### config.mk
export PLATFORM = sky130hd
export DESIGN_NAME = fft_agu_seq_flat
export DESIGN_NICKNAME = d
export VERILOG_FILES = /design/src/rtl/fft_pkg.sv /design/src/rtl/fft_agu_seq_if.sv /design/src/rtl/fft_delay_pipe.sv /design/src/rtl/fft_agu_seq.sv /design/src/flat_wrapper.sv
export SDC_FILE = /design/constraint.sdc
export NUM_CORES = 1
export LEC_CHECK = 0
export ABC_AREA = 1
export BUFFER_PORTS_ARGS = -buffer_cell sky130_fd_sc_hd__clkbuf_2
export CAP_MARGIN = 20
export CORE_UTILIZATION = 61
export DETAILED_ROUTE_END_ITERATION = 6
export PLACE_DENSITY = 0.94
export SLEW_MARGIN = 15
export SYNTH_ARGS = -nofsm -noshare
export SYNTH_HDL_FRONTEND = slang
export SYNTH_SLANG_ARGS = --single-unit
export TNS_END_PERCENT = 1
### constraint.sdc
create_clock -name clk -period 3.8 [get_ports clk]
set_input_delay 0.57 -clock clk [delete_from_list [all_inputs] [get_ports clk]]
set_output_delay 0.57 -clock clk [all_outputs]
set_load 0.05 [all_outputs]
### src/rtl/fft_pkg.sv
// Shared definitions for the FFT address-generation sequencer:
// FSM state encoding, the default transform size and a width-generic rotate-left.
package fft_pkg;

   localparam int LOG2N_DEF = 9;
   localparam int LOG2N_MAX = 12;

   typedef enum logic [2:0] {
      IDLE  = 3'd0,
      RUN   = 3'd1,
      DRAIN = 3'd2,
      FLUSH = 3'd3,
      DONE  = 3'd4
   } agu_state_e;

   // Rotate the low `width` bits of val left by amt (amt < width); upper bits must be zero.
   function automatic logic [LOG2N_MAX-1:0] rotl(input logic [LOG2N_MAX-1:0] val,
                                                input int unsigned          amt,
                                                input int unsigned          width);
      logic [LOG2N_MAX-1:0] one_v;
      logic [LOG2N_MAX-1:0] mask_v;
      one_v  = {{(LOG2N_MAX-1){1'b0}}, 1'b1};
      mask_v = (one_v << width) - one_v;
      return ((val << amt) | (val >> (width - amt))) & mask_v;
   endfunction

endpackage

### src/rtl/fft_agu_seq_if.sv
// Control handshake and address buses of the FFT address sequencer.
// Optional feature macro: FFT_AGU_STALL_EN adds the stall input.
interface fft_agu_seq_if #(
   parameter int LOG2N = fft_pkg::LOG2N_DEF
);
   localparam int LW = $clog2(LOG2N + 1);

   logic             start;
`ifdef FFT_AGU_STALL_EN
   logic             stall;
`endif
   logic             busy;
   logic             done;
   logic             rd_valid;
   logic [LOG2N-1:0] rd_a;
   logic [LOG2N-1:0] rd_b;
   logic             rd_bank;
   logic             tw_valid;
   logic [LOG2N-2:0] tw_addr;
   logic             wr_valid;
   logic [LOG2N-1:0] wr_a;
   logic [LOG2N-1:0] wr_b;
   logic             wr_bank;
   logic [LW-1:0]    level;

   modport master (
      input  start,
`ifdef FFT_AGU_STALL_EN
      input  stall,
`endif
      output busy, done, rd_valid, rd_a, rd_b, rd_bank, tw_valid, tw_addr,
             wr_valid, wr_a, wr_b, wr_bank, level
   );

   modport slave (
      output start,
`ifdef FFT_AGU_STALL_EN
      output stall,
`endif
      input  busy, done, rd_valid, rd_a, rd_b, rd_bank, tw_valid, tw_addr,
             wr_valid, wr_a, wr_b, wr_bank, level
   );
endinterface

### src/rtl/fft_delay_pipe.sv
// Fixed-latency valid+data shift register with synchronous clear.
// DEPTH = 0 degenerates to a combinational pass-through.
module fft_delay_pipe #(
   parameter int WIDTH = 8,
   parameter int DEPTH = 2
) (
   input  logic             clk,
   input  logic             clr,
   input  logic             in_valid,
   input  logic [WIDTH-1:0] in_data,
   output logic             out_valid,
   output logic [WIDTH-1:0] out_data
);
   generate
      if (DEPTH == 0) begin : g_pass
         // Zero latency: forward input straight to output
         always_comb begin
            out_valid = in_valid;
            out_data  = in_data;
         end
      end else begin : g_pipe
         localparam int FLAT = DEPTH * WIDTH;
         logic [DEPTH-1:0] vld_q, vld_d;
         logic [FLAT-1:0]  dat_q, dat_d;

         // Shift one stage per cycle, new entry enters at the bottom
         always_comb begin
            vld_d = (vld_q << 1) | DEPTH'(in_valid);
            dat_d = (dat_q << WIDTH) | FLAT'(in_data);
         end

         // Stage registers; clear drops everything in flight
         always_ff @(posedge clk) begin
            if (clr) begin
               vld_q <= '0;
               dat_q <= '0;
            end else begin
               vld_q <= vld_d;
               dat_q <= dat_d;
            end
         end

         assign out_valid = vld_q[DEPTH-1];
         assign out_data  = dat_q[FLAT-1 -: WIDTH];
      end
   endgenerate
endmodule

### src/rtl/fft_agu_seq.sv
// Address-generation sequencer for an in-place radix-2 FFT of size 2^LOG2N.
// Issues one butterfly read every other cycle, drains between levels so a level
// never reads ahead of the previous level's write-back, and delays matching
// write-back and twiddle addresses through fft_delay_pipe instances.
// Optional feature macro: FFT_AGU_STALL_EN (freezes issue while stall is high).
module fft_agu_seq
   import fft_pkg::*;
#(
   parameter int LOG2N  = LOG2N_DEF,
   parameter int BF_LAT = 3,
   parameter int TW_DLY = 2
) (
   input logic            clk,
   input logic            reset,
   fft_agu_seq_if.master  bus
);
   localparam int AW   = LOG2N;
   localparam int TW_W = LOG2N - 1;
   localparam int HALF = 1 << (LOG2N - 1);
   localparam int LW   = $clog2(LOG2N + 1);
   localparam int CW   = 4;

   agu_state_e      state_q, state_d;
   logic [LW-1:0]   level_q, level_d;
   logic [TW_W-1:0] j_q, j_d;
   logic            phase_q, phase_d;
   logic [CW-1:0]   cnt_q, cnt_d;

   logic            stall_s;
   logic            rd_valid_s;
   logic [AW-1:0]   a_nat_s, b_nat_s;
   logic [AW-1:0]   rd_a_s, rd_b_s;
   logic            rd_bank_s;
   logic [TW_W-1:0] tw_mask_s, tw_addr_s;
   logic [2*AW:0]   wr_in_s, wr_out_s;

`ifdef FFT_AGU_STALL_EN
   assign stall_s = bus.stall;
`else
   assign stall_s = 1'b0;
`endif

   // Sequencer: phase/j stepping within a level, drain and flush counting
   always_comb begin
      state_d = state_q;
      level_d = level_q;
      j_d     = j_q;
      phase_d = phase_q;
      cnt_d   = cnt_q;
      case (state_q)
         IDLE: begin
            if (bus.start) begin
               state_d = RUN;
               level_d = '0;
               j_d     = '0;
               phase_d = 1'b0;
               cnt_d   = '0;
            end else begin
               state_d = IDLE;
            end
         end
         RUN: begin
            if (stall_s) begin
               state_d = RUN;
            end else if (phase_q) begin
               phase_d = 1'b0;
            end else if (j_q == TW_W'(HALF - 1)) begin
               j_d     = '0;
               cnt_d   = '0;
               phase_d = 1'b0;
               state_d = (level_q == LW'(LOG2N - 1)) ? FLUSH : DRAIN;
            end else begin
               j_d     = j_q + TW_W'(1);
               phase_d = 1'b1;
            end
         end
         DRAIN: begin
            if (stall_s) begin
               state_d = DRAIN;
            end else if (cnt_q == CW'(BF_LAT - 1)) begin
               state_d = RUN;
               level_d = level_q + LW'(1);
               j_d     = '0;
               phase_d = 1'b0;
               cnt_d   = '0;
            end else begin
               cnt_d = cnt_q + CW'(1);
            end
         end
         FLUSH: begin
            if (cnt_q == CW'(BF_LAT - 1)) begin
               state_d = DONE;
               cnt_d   = '0;
            end else begin
               cnt_d = cnt_q + CW'(1);
            end
         end
         DONE: begin
            state_d = IDLE;
            level_d = '0;
         end
         default: begin
            state_d = IDLE;
            level_d = '0;
            j_d     = '0;
            phase_d = 1'b0;
            cnt_d   = '0;
         end
      endcase
   end

   // Sequencer registers with synchronous reset
   always_ff @(posedge clk) begin
      if (reset) begin
         state_q <= IDLE;
         level_q <= '0;
         j_q     <= '0;
         phase_q <= 1'b0;
         cnt_q   <= '0;
      end else begin
         state_q <= state_d;
         level_q <= level_d;
         j_q     <= j_d;
         phase_q <= phase_d;
         cnt_q   <= cnt_d;
      end
   end

   assign rd_valid_s = (state_q == RUN) && !phase_q && !stall_s;
   assign a_nat_s    = {j_q, 1'b0};
   assign b_nat_s    = {j_q, 1'b1};
   assign tw_mask_s  = ~({TW_W{1'b1}} >> level_q);

   // Read and twiddle addresses for butterfly j; zero whenever no read is issued
   always_comb begin
      rd_a_s    = '0;
      rd_b_s    = '0;
      rd_bank_s = 1'b0;
      tw_addr_s = '0;
      if (rd_valid_s) begin
         rd_a_s    = AW'(rotl(LOG2N_MAX'(a_nat_s), 32'(level_q), 32'(LOG2N)));
         rd_b_s    = AW'(rotl(LOG2N_MAX'(b_nat_s), 32'(level_q), 32'(LOG2N)));
         rd_bank_s = level_q[0];
         tw_addr_s = j_q & tw_mask_s;
      end else begin
         rd_bank_s = 1'b0;
      end
   end

   assign wr_in_s = {rd_a_s, rd_b_s, rd_valid_s & ~level_q[0]};

   fft_delay_pipe #(.WIDTH(2 * AW + 1), .DEPTH(BF_LAT)) u_wr_pipe (
      .clk       (clk),
      .clr       (reset),
      .in_valid  (rd_valid_s),
      .in_data   (wr_in_s),
      .out_valid (bus.wr_valid),
      .out_data  (wr_out_s)
   );

   fft_delay_pipe #(.WIDTH(TW_W), .DEPTH(TW_DLY)) u_tw_pipe (
      .clk       (clk),
      .clr       (reset),
      .in_valid  (rd_valid_s),
      .in_data   (tw_addr_s),
      .out_valid (bus.tw_valid),
      .out_data  (bus.tw_addr)
   );

   assign {bus.wr_a, bus.wr_b, bus.wr_bank} = wr_out_s;
   assign bus.rd_valid = rd_valid_s;
   assign bus.rd_a     = rd_a_s;
   assign bus.rd_b     = rd_b_s;
   assign bus.rd_bank  = rd_bank_s;
   assign bus.busy     = (state_q != IDLE);
   assign bus.done     = (state_q == DONE);
   assign bus.level    = level_q;
endmodule

### src/flat_wrapper.sv
// flat-port wrapper written by rule: the top's interface ports become plain ports
module fft_agu_seq_flat import fft_pkg::*;
#(
   parameter int LOG2N  = LOG2N_DEF,
   parameter int BF_LAT = 3,
   parameter int TW_DLY = 2
)
  (clk, reset, bus_start, bus_busy, bus_done, bus_rd_valid, bus_rd_a, bus_rd_b, bus_rd_bank, bus_tw_valid, bus_tw_addr, bus_wr_valid, bus_wr_a, bus_wr_b, bus_wr_bank, bus_level);
  fft_agu_seq_if #(.LOG2N(LOG2N)) bus_i ();
  input logic clk;
  input logic reset;
  input wire logic [$bits(bus_i.start)-1:0] bus_start;
  output wire logic [$bits(bus_i.busy)-1:0] bus_busy;
  output wire logic [$bits(bus_i.done)-1:0] bus_done;
  output wire logic [$bits(bus_i.rd_valid)-1:0] bus_rd_valid;
  output wire logic [$bits(bus_i.rd_a)-1:0] bus_rd_a;
  output wire logic [$bits(bus_i.rd_b)-1:0] bus_rd_b;
  output wire logic [$bits(bus_i.rd_bank)-1:0] bus_rd_bank;
  output wire logic [$bits(bus_i.tw_valid)-1:0] bus_tw_valid;
  output wire logic [$bits(bus_i.tw_addr)-1:0] bus_tw_addr;
  output wire logic [$bits(bus_i.wr_valid)-1:0] bus_wr_valid;
  output wire logic [$bits(bus_i.wr_a)-1:0] bus_wr_a;
  output wire logic [$bits(bus_i.wr_b)-1:0] bus_wr_b;
  output wire logic [$bits(bus_i.wr_bank)-1:0] bus_wr_bank;
  output wire logic [$bits(bus_i.level)-1:0] bus_level;
  assign bus_i.start = bus_start;
  assign bus_busy = bus_i.busy;
  assign bus_done = bus_i.done;
  assign bus_rd_valid = bus_i.rd_valid;
  assign bus_rd_a = bus_i.rd_a;
  assign bus_rd_b = bus_i.rd_b;
  assign bus_rd_bank = bus_i.rd_bank;
  assign bus_tw_valid = bus_i.tw_valid;
  assign bus_tw_addr = bus_i.tw_addr;
  assign bus_wr_valid = bus_i.wr_valid;
  assign bus_wr_a = bus_i.wr_a;
  assign bus_wr_b = bus_i.wr_b;
  assign bus_wr_bank = bus_i.wr_bank;
  assign bus_level = bus_i.level;
  fft_agu_seq #(.LOG2N(LOG2N), .BF_LAT(BF_LAT), .TW_DLY(TW_DLY)) u_core (.clk(clk), .reset(reset), .bus(bus_i));
endmodule
==> out/metrics.cfg, run 1 <==
[routing]
drt_first_pass_iters = 7
post_drt_wl_per_cell_microns = 12.9
ant_nets = 0
viasPerCell = 5.22
dr_total_vias = 3496
drt_iter0_drc = 410
drc = 5
wirelength_microns = 8640

[synth]
synthSimpleGateAreaFrac_pct = 25.3
synth_enable_flop_cells = 0
avgSynthCellArea_sq_um = 7.54
muxShareOfSynthArea_pct = 0
syn_inst = 551
synth_area_sq_um = 4150
async_flop_share_pct = 0
ys_ff_latch = 96
synth-warning-count = 0
yosysSeqAreaShare_pct = 46.3
syn_nets = 565
synth_compound_area_share_pct = 10.4
synth_top_family_by_area = simple AND/OR/NAND/NOR gates
synth_flop_cell = dfxtp_1
synth_fa_ha_area_share_pct = 3.31
synth_xor_area_share_pct = 0.422
netlist-cell-type-count = 38

[layout]
fillers = 523
layout.core_utilization_pct = 70.5
nNetsFinal = 602
multi_input_area_sq_um = 1640
syn2layout_area_growth_pct = 9.64
n_antenna_cell = 0
regArea_sq_um = 1920
drive_gt1_share_pct = 17.4

[clocking]
cts.reportedPaths.clkPinSlew_ns = 0.10
clock_sinks = 96
insertion_delay_ns = 0.36
cts_tree = built
clockBufferDepth = 2
htree_levels = 3
cts_hold_buf = 0
cts_buffers = 9
clockRootBuffer = clkbuf_8

[power]
p_leak_nw = 2.13
p_comb_share_pct = 36.7
seqPwrFrac_pct = 39.6
power.internal_mw = 1.67
pwr-share-clk_pct = 23.7
p_per_area_nw_per_um2 = 649
p_switching_mw = 1.29
ir_drop_v = 0.000434
p_sw_share_pct = 43.5

[setup_path]
crit_start = u_core.bus.level[1]$_SDFFE_PP0P_
crit_fanout = 18
arrival_ns = 2.82
cpPeakStageDelay_ns = 0.53
crit_path_end_kind = output pin
cpMaxStageDelayCell = dfxtp_2
path_cells = inv_1 -> ha_1 -> ha_1 -> nand2_1 -> nor2_2 -> o21ai_0 -> o211ai_1 -> nand2_1 -> inv_1 -> clkbuf_2
reg2reg_from = u_core.bus.level[1]$_SDFFE_PP0P_
critical_path_class = reg2out
cp-start-kind = register
critPathRequiredTime_ns = 3.23

[sta]
drv_slew = 0
fin_crit_sh_pct = 89.2
grt_setup_unrepaired = no
worst_pin_slew_ns = 0.816
tns_ns = 0
fmax_mhz = 295
post-route-min-period_ns = 3.39
hold_viol = 0
final.setup_skew_ns = 0.0138
setup_viol = 0
slew_headroom_pct = 45.6

[worst_hold_path]
hold_start = u_core.u_wr_pipe.g_pipe.dat_q[9]$_SDFF_PP0_
hp-class = reg2reg

[global_routing]
grt_pass1_vias = 3155
grt_max_degree = 39
gr-total-overflow = 0
grt_pass1_wl_microns = 14300
grt_usage_pct = 25.6
antenna_found_initial = 0

[floorplanning]
fp.dieH_microns = 84.5
ioPinCount = 58
die_w_microns = 84.5
core_area_sq_um = 6460
start_util_pct = 64.3
die-area_sq_um = 7140
row_count = 29

[placement]
io_buffers = 57
place_hpwl_microns = 6420
place_congestion = 0.933

[flow_run]
drv_cap = 0

[run_status]
status = complete, but fails checks
failed_checks = design-rule violations

-- per-stage QoR --
stage | instances | hold slack, ns | setup slack (ns) | total power, mW | instance area (sq um)
after global placement | 654 | 0.388 | 0.626 | 2.26 | 4340
after floorplan | 551 | 0.388 | 0.865 | 2.08 | 4150
after global routing | 670 | 0.409 | 0.243 | 3.13 | 4550
after CTS | 670 | 0.406 | 0.186 | 2.96 | 4550
final | 670 | 0.401 | 0.411 | 2.96 | 4550
after detailed placement | 654 | 0.392 | 0.598 | 2.27 | 4340
-- sequential cells by signal, indices dropped and copies added (netlist names), 2 cells and up --
name and count:
u_core.u_wr_pipe.g_pipe.dat_q 57, u_core.u_tw_pipe.g_pipe.dat_q 16, u_core.j_q 8, u_core.bus.level 4, u_core.cnt_q 4, u_core.state_q 3, u_core.u_wr_pipe.g_pipe.vld_q 2
-- per-layer routing --
layer  share of wire [%]  up-vias  track usage (%)
met2                  48      136             42.9
met4                 2.6        0             13.4
met3                 5.6       26             4.13
li1                    -     1765                -
met1                  44     1569             31.9
met5                   0        -                0
-- worst paths after layout --
check | to | slack, ns | cells after the start
setup / recovery | bus_rd_b[2] | 0.41 | 10
hold / removal | u_core.u_wr_pipe.g_pipe.dat_q[28]$_SDFF_PP0_ | 0.40 | 2
setup reg to reg | u_core.u_wr_pipe.g_pipe.dat_q[9]$_SDFF_PP0_ | 1.57 | 9
hold reg to reg | u_core.u_wr_pipe.g_pipe.dat_q[28]$_SDFF_PP0_ | 0.40 | 2
-- power groups by stage --
stage                     logic [mW]  registers [mW]  clock network [mW]
after floorplan                0.856            1.22                   0
after global placement          1.07            1.19                   0
after detailed placement        1.07            1.19                   0
after CTS                       1.08            1.17               0.710
after global routing            1.20            1.18               0.751
final                           1.09            1.17               0.699
-- critical path: cells and delay by family (launching register included) --
family          cells  cell delay (ns)
compound gates      2             0.32
fa+ha+maj           2             0.57
buf+inv             3             0.58
flops               1             0.53
simple gates        3             0.46
-- Yosys cell counts (2+ instances only) --
cell type | count | area, sq um
inv_2 | 3 | 11.3
nor2_2 | 2 | 12.5
o21bai_1 | 2 | 15.0
nand4_1 | 7 | 43.8
a211oi_1 | 4 | 30.0
or2_2 | 2 | 12.5
nand3_2 | 2 | 20.0
nor3_1 | 9 | 45.0
nand3_1 | 27 | 135
o22ai_1 | 2 | 12.5
ha_1 | 11 | 138
nor2_8 | 3 | 60.1
a31oi_1 | 2 | 12.5
a21oi_1 | 30 | 150
nor2_1 | 80 | 300
xor2_1 | 2 | 17.5
o21ai_0 | 20 | 100
nand2_1 | 97 | 364
a21oi_2 | 5 | 43.8
clkbuf_1 | 8 | 30.0
buf_4 | 19 | 143
inv_4 | 3 | 18.8
dfxtp_1 | 96 | 1920
buf_2 | 4 | 20.0
o211ai_1 | 4 | 30.0
inv_1 | 94 | 353
nor2_4 | 2 | 22.5
-- cell usage in the layout (no fill, tap or decap), types with 5 or more instances in the layout --
| master | n |
|---|---|
| clkbuf_2 | 57 |
| a21oi_1 | 30 |
| ha_1 | 11 |
| nand3_1 | 27 |
| nand2_1 | 97 |
| o21ai_0 | 20 |
| a21oi_2 | 5 |
| clkbuf_8 | 9 |
| dfxtp_1 | 95 |
| nor2_1 | 80 |
| nand4_1 | 7 |
| inv_1 | 94 |
| nor3_1 | 9 |
-- area by class of cell --
cell class              count  share of cell area [%]
clock buffers               9                    2.72
well taps                  77                    2.12
repair buffers             59                    6.60
inverters                 101                    8.49
clock inverters             7                    1.90
multi-input cells         321                    35.9
flip-flops and latches     96                    42.2
-- logic make-up after synthesis --
kind of cell | after synthesis
buf+inv | 134
fa+ha+maj | 11
flops | 96
xor+xnor | 2
compound gates | 74
simple gates | 234
-- timing repair --
action,in CTS,in global routing
setup endpoints to repair,0,9
setup buffers,0,0
gates resized for setup,0,1
(Power assumes the default switching activity.)
==> run 2, diff against run 1 <==
Settings changed: CORE_UTILIZATION 61 to 57, PLACE_DENSITY 0.94 to 0.89.
Clock period 3.8 ns to 3.7 ns, I/O delays scaled along.
==> run 2 against run 1 <==
Net effect:
- the flow now finishes without violations
- power increased by 4.3%
- count of clock-buffer cells in the layout stayed put
- register-to-register slack about the same
- design area up 0.99%
- non-clock buffer count up 3
- clock power increased by 3.6%
- hold slack worse by 0.0061 ns
- largest cell class unchanged
- first-iteration DRC count shrank 45%
- sequential power is essentially flat
==> out/metrics.cfg, run 2 (synthesis results as in run 1) <==
[clocking]
clockBufferDepth = 2  ; unchanged
htree_levels = 3  ; unchanged
insertion_delay_ns = 0.36  ; about the same
cts_setup_buffers = 0  ; unchanged
clock_sinks = 96  ; unchanged
cts.reportedPaths.clkPinSlew_ns = 0.10  ; about the same
ctsResizeCount = 0  ; unchanged
cts_hold_buf = 0  ; unchanged
cts_buffers = 9  ; unchanged
cts_tree = built  ; unchanged
clockRootBuffer = clkbuf_8  ; unchanged

[global_routing]
antenna_found_initial = 0  ; unchanged
grt_max_degree = 39  ; unchanged
grt_pass1_wl_microns = 15100  ; was 14300 microns
grt_usage_pct = 25.6  ; about the same
gr-total-overflow = 0  ; unchanged
grt_pass1_vias = 3234  ; was 3155

[setup_path]
crit_path_end_kind = output pin  ; unchanged
crit_fanout = 10  ; was 18
cp-start-kind = register  ; unchanged
critical_path_class = reg2out  ; unchanged
critPathRequiredTime_ns = 3.14  ; was 3.23 ns
arrival_ns = 2.70  ; was 2.82 ns

[placement]
io_buffers = 57  ; unchanged
dp.cells = 676  ; was 654
place_hpwl_microns = 6520  ; was 6420 microns
dpl_cell_area_sq_um = 4390  ; was 4340 sq um
place_congestion = 1.01  ; was 0.933

[layout]
final_common_cell = nand2_1  ; unchanged
largest_reg_flops = 57  ; unchanged
finalNonFillerCells = 692  ; was 670
n_antenna_cell = 0  ; unchanged
drive_gt1_share_pct = 17.6  ; was 17.4%
fin_area_sq_um = 4600  ; was 4550 sq um
final_cell_mix = 97 x nand2_1, 96 x dfxtp_1, 94 x inv_1, 80 x nor2_1, 57 x clkbuf_2  ; was 97 x nand2_1, 95 x dfxtp_1, 94 x inv_1, 80 x nor2_1, 57 x clkbuf_2
syn2layout_area_growth_pct = 10.7  ; was 9.64%
top_register = u_core.u_wr_pipe.g_pipe.dat_q  ; unchanged
nNetsFinal = 605  ; was 602
reg_top3 = u_core.u_wr_pipe.g_pipe.dat_q: 57 flops, u_core.u_tw_pipe.g_pipe.dat_q: 16 flops, u_core.j_q: 8 flops  ; unchanged

[routing]
drt_iter0_drc = 226  ; was 410
post_drt_wl_per_cell_microns = 12.9  ; about the same
dr_wl_met2_microns = 4240  ; was 4150 microns
dr_total_vias = 3505  ; was 3496
wl_met1_microns = 4010  ; was 3780 microns
wl_met3_microns = 508  ; was 486 microns
drc = 0  ; was 5
viasPerCell = 5.07  ; was 5.22
ant_nets = 0  ; unchanged
drt_first_pass_iters = 5  ; was 7
wirelength_microns = 8940  ; was 8640 microns
top_layer = met4  ; unchanged

[sta]
hold_viol = 0  ; unchanged
grt_setup_unrepaired = no  ; unchanged
tns_ns = 0  ; unchanged
slew_headroom_pct = 61.9  ; was 45.6%
fin_crit_sh_pct = 88.0
final.setup_skew_ns = 0.0104  ; was 0.0138 ns
setup_viol = 0  ; unchanged
fmax_mhz = 307
post-route-min-period_ns = 3.26
drv_slew = 0  ; unchanged
worst_pin_slew_ns = 0.571  ; was 0.816 ns

[floorplanning]
core_area_sq_um = 6910  ; was 6460 sq um
ioPinCount = 58  ; unchanged
row_count = 30  ; was 29
die_w_microns = 87.4  ; was 84.5 microns
die-area_sq_um = 7630  ; was 7140 sq um
start_util_pct = 60.1  ; was 64.3%
fp.dieH_microns = 87.4  ; was 84.5 microns

[power]
p_sw_share_pct = 43.9  ; was 43.5%
pwr-share-clk_pct = 23.5  ; was 23.7%
p_leak_nw = 2.14  ; was 2.13 nW
power.internal_mw = 1.73  ; was 1.67 mW
p_comb_share_pct = 38.3  ; was 36.7%
ir_drop_v = 0.000429  ; was 0.000434 V
p_switching_mw = 1.35  ; was 1.29 mW
p_per_area_nw_per_um2 = 671  ; was 649 nW/um^2
seqPwrFrac_pct = 38.2  ; was 39.6%
total_power_mw = 3.08  ; was 2.96 mW

[flow_run]
drv_cap = 0  ; unchanged

[worst_hold_path]
hp-class = reg2reg  ; unchanged

[run_status]
status = finished clean  ; was complete, but fails checks

[run 2: cell types whose count changed in the layout (fill, tap and decap cells not counted), sizes merged]
cell and change:
buf +3
[run 2: per-stage QoR]
| stage | util, % | worst slack, ns | hold slack, ns |
|---|---|---|---|
| finish | 66.6 | 0.444 | 0.394 |
| CTS | 66.6 | 0.488 | 0.400 |
| global route | 66.6 | 0.279 | 0.416 |
| global placement | 63.5 | 0.845 | 0.389 |
| detailed placement | 63.5 | 0.891 | 0.393 |
| floorplan | - | 0.780 | 0.388 |
[run 2: final cells by class]
cell class,count,area (sq um)
inverter,101,387
tap,96,120
multi-input combinational,321,1640
clock inverter,7,86.3
clock buffer,9,124
sequential,96,1920
timing repair buffer,62,323
fill,584,2310
[run 2: path summary, 6_finish.rpt]
kind / from / to / slack (ns) / depth (start not counted)
min: u_core.u_wr_pipe.g_pipe.dat_q[8]$_SDFF_PP0_ / u_core.u_wr_pipe.g_pipe.dat_q[27]$_SDFF_PP0_ / 0.39 / 2
max reg2reg: u_core.state_q[0]$_SDFFE_PP0P_ / u_core.u_tw_pipe.g_pipe.dat_q[5]$_SDFF_PP0_ / 1.57 / 8
min reg2reg: u_core.u_wr_pipe.g_pipe.dat_q[8]$_SDFF_PP0_ / u_core.u_wr_pipe.g_pipe.dat_q[27]$_SDFF_PP0_ / 0.39 / 2
max: u_core.bus.level[2]$_SDFFE_PP0P_ / bus_rd_b[4] / 0.44 / 8
[run 2: critical path, cell delays in order, from the launching register on]
cell and delay (ns):
dfxtp_1 0.52, inv_1 0.17, ha_1 0.22, ha_1 0.31
nand2_1 0.13, nor2_2 0.24, nand2_1 0.14, a31oi_1 0.28
clkbuf_2 0.33
[run 2: power groups by stage]
stage | Combinational (mW) | Clock (mW) | Sequential [mW]
floorplan | 0.879 | 0 | 1.26
global placement | 1.16 | 0 | 1.20
detailed placement | 1.16 | 0 | 1.20
CTS | 1.17 | 0.729 | 1.18
global route | 1.29 | 0.780 | 1.19
finish | 1.18 | 0.724 | 1.18
[run 2: layer usage]
| layer | up-vias | track usage [%] |
|---|---|---|
| met2 | 139 | 42.0 |
| met4 | 0 | 11.3 |
| met1 | 1570 | 32.4 |
| met5 | - | 0 |
| li1 | 1771 | - |
| met3 | 25 | 5.50 |
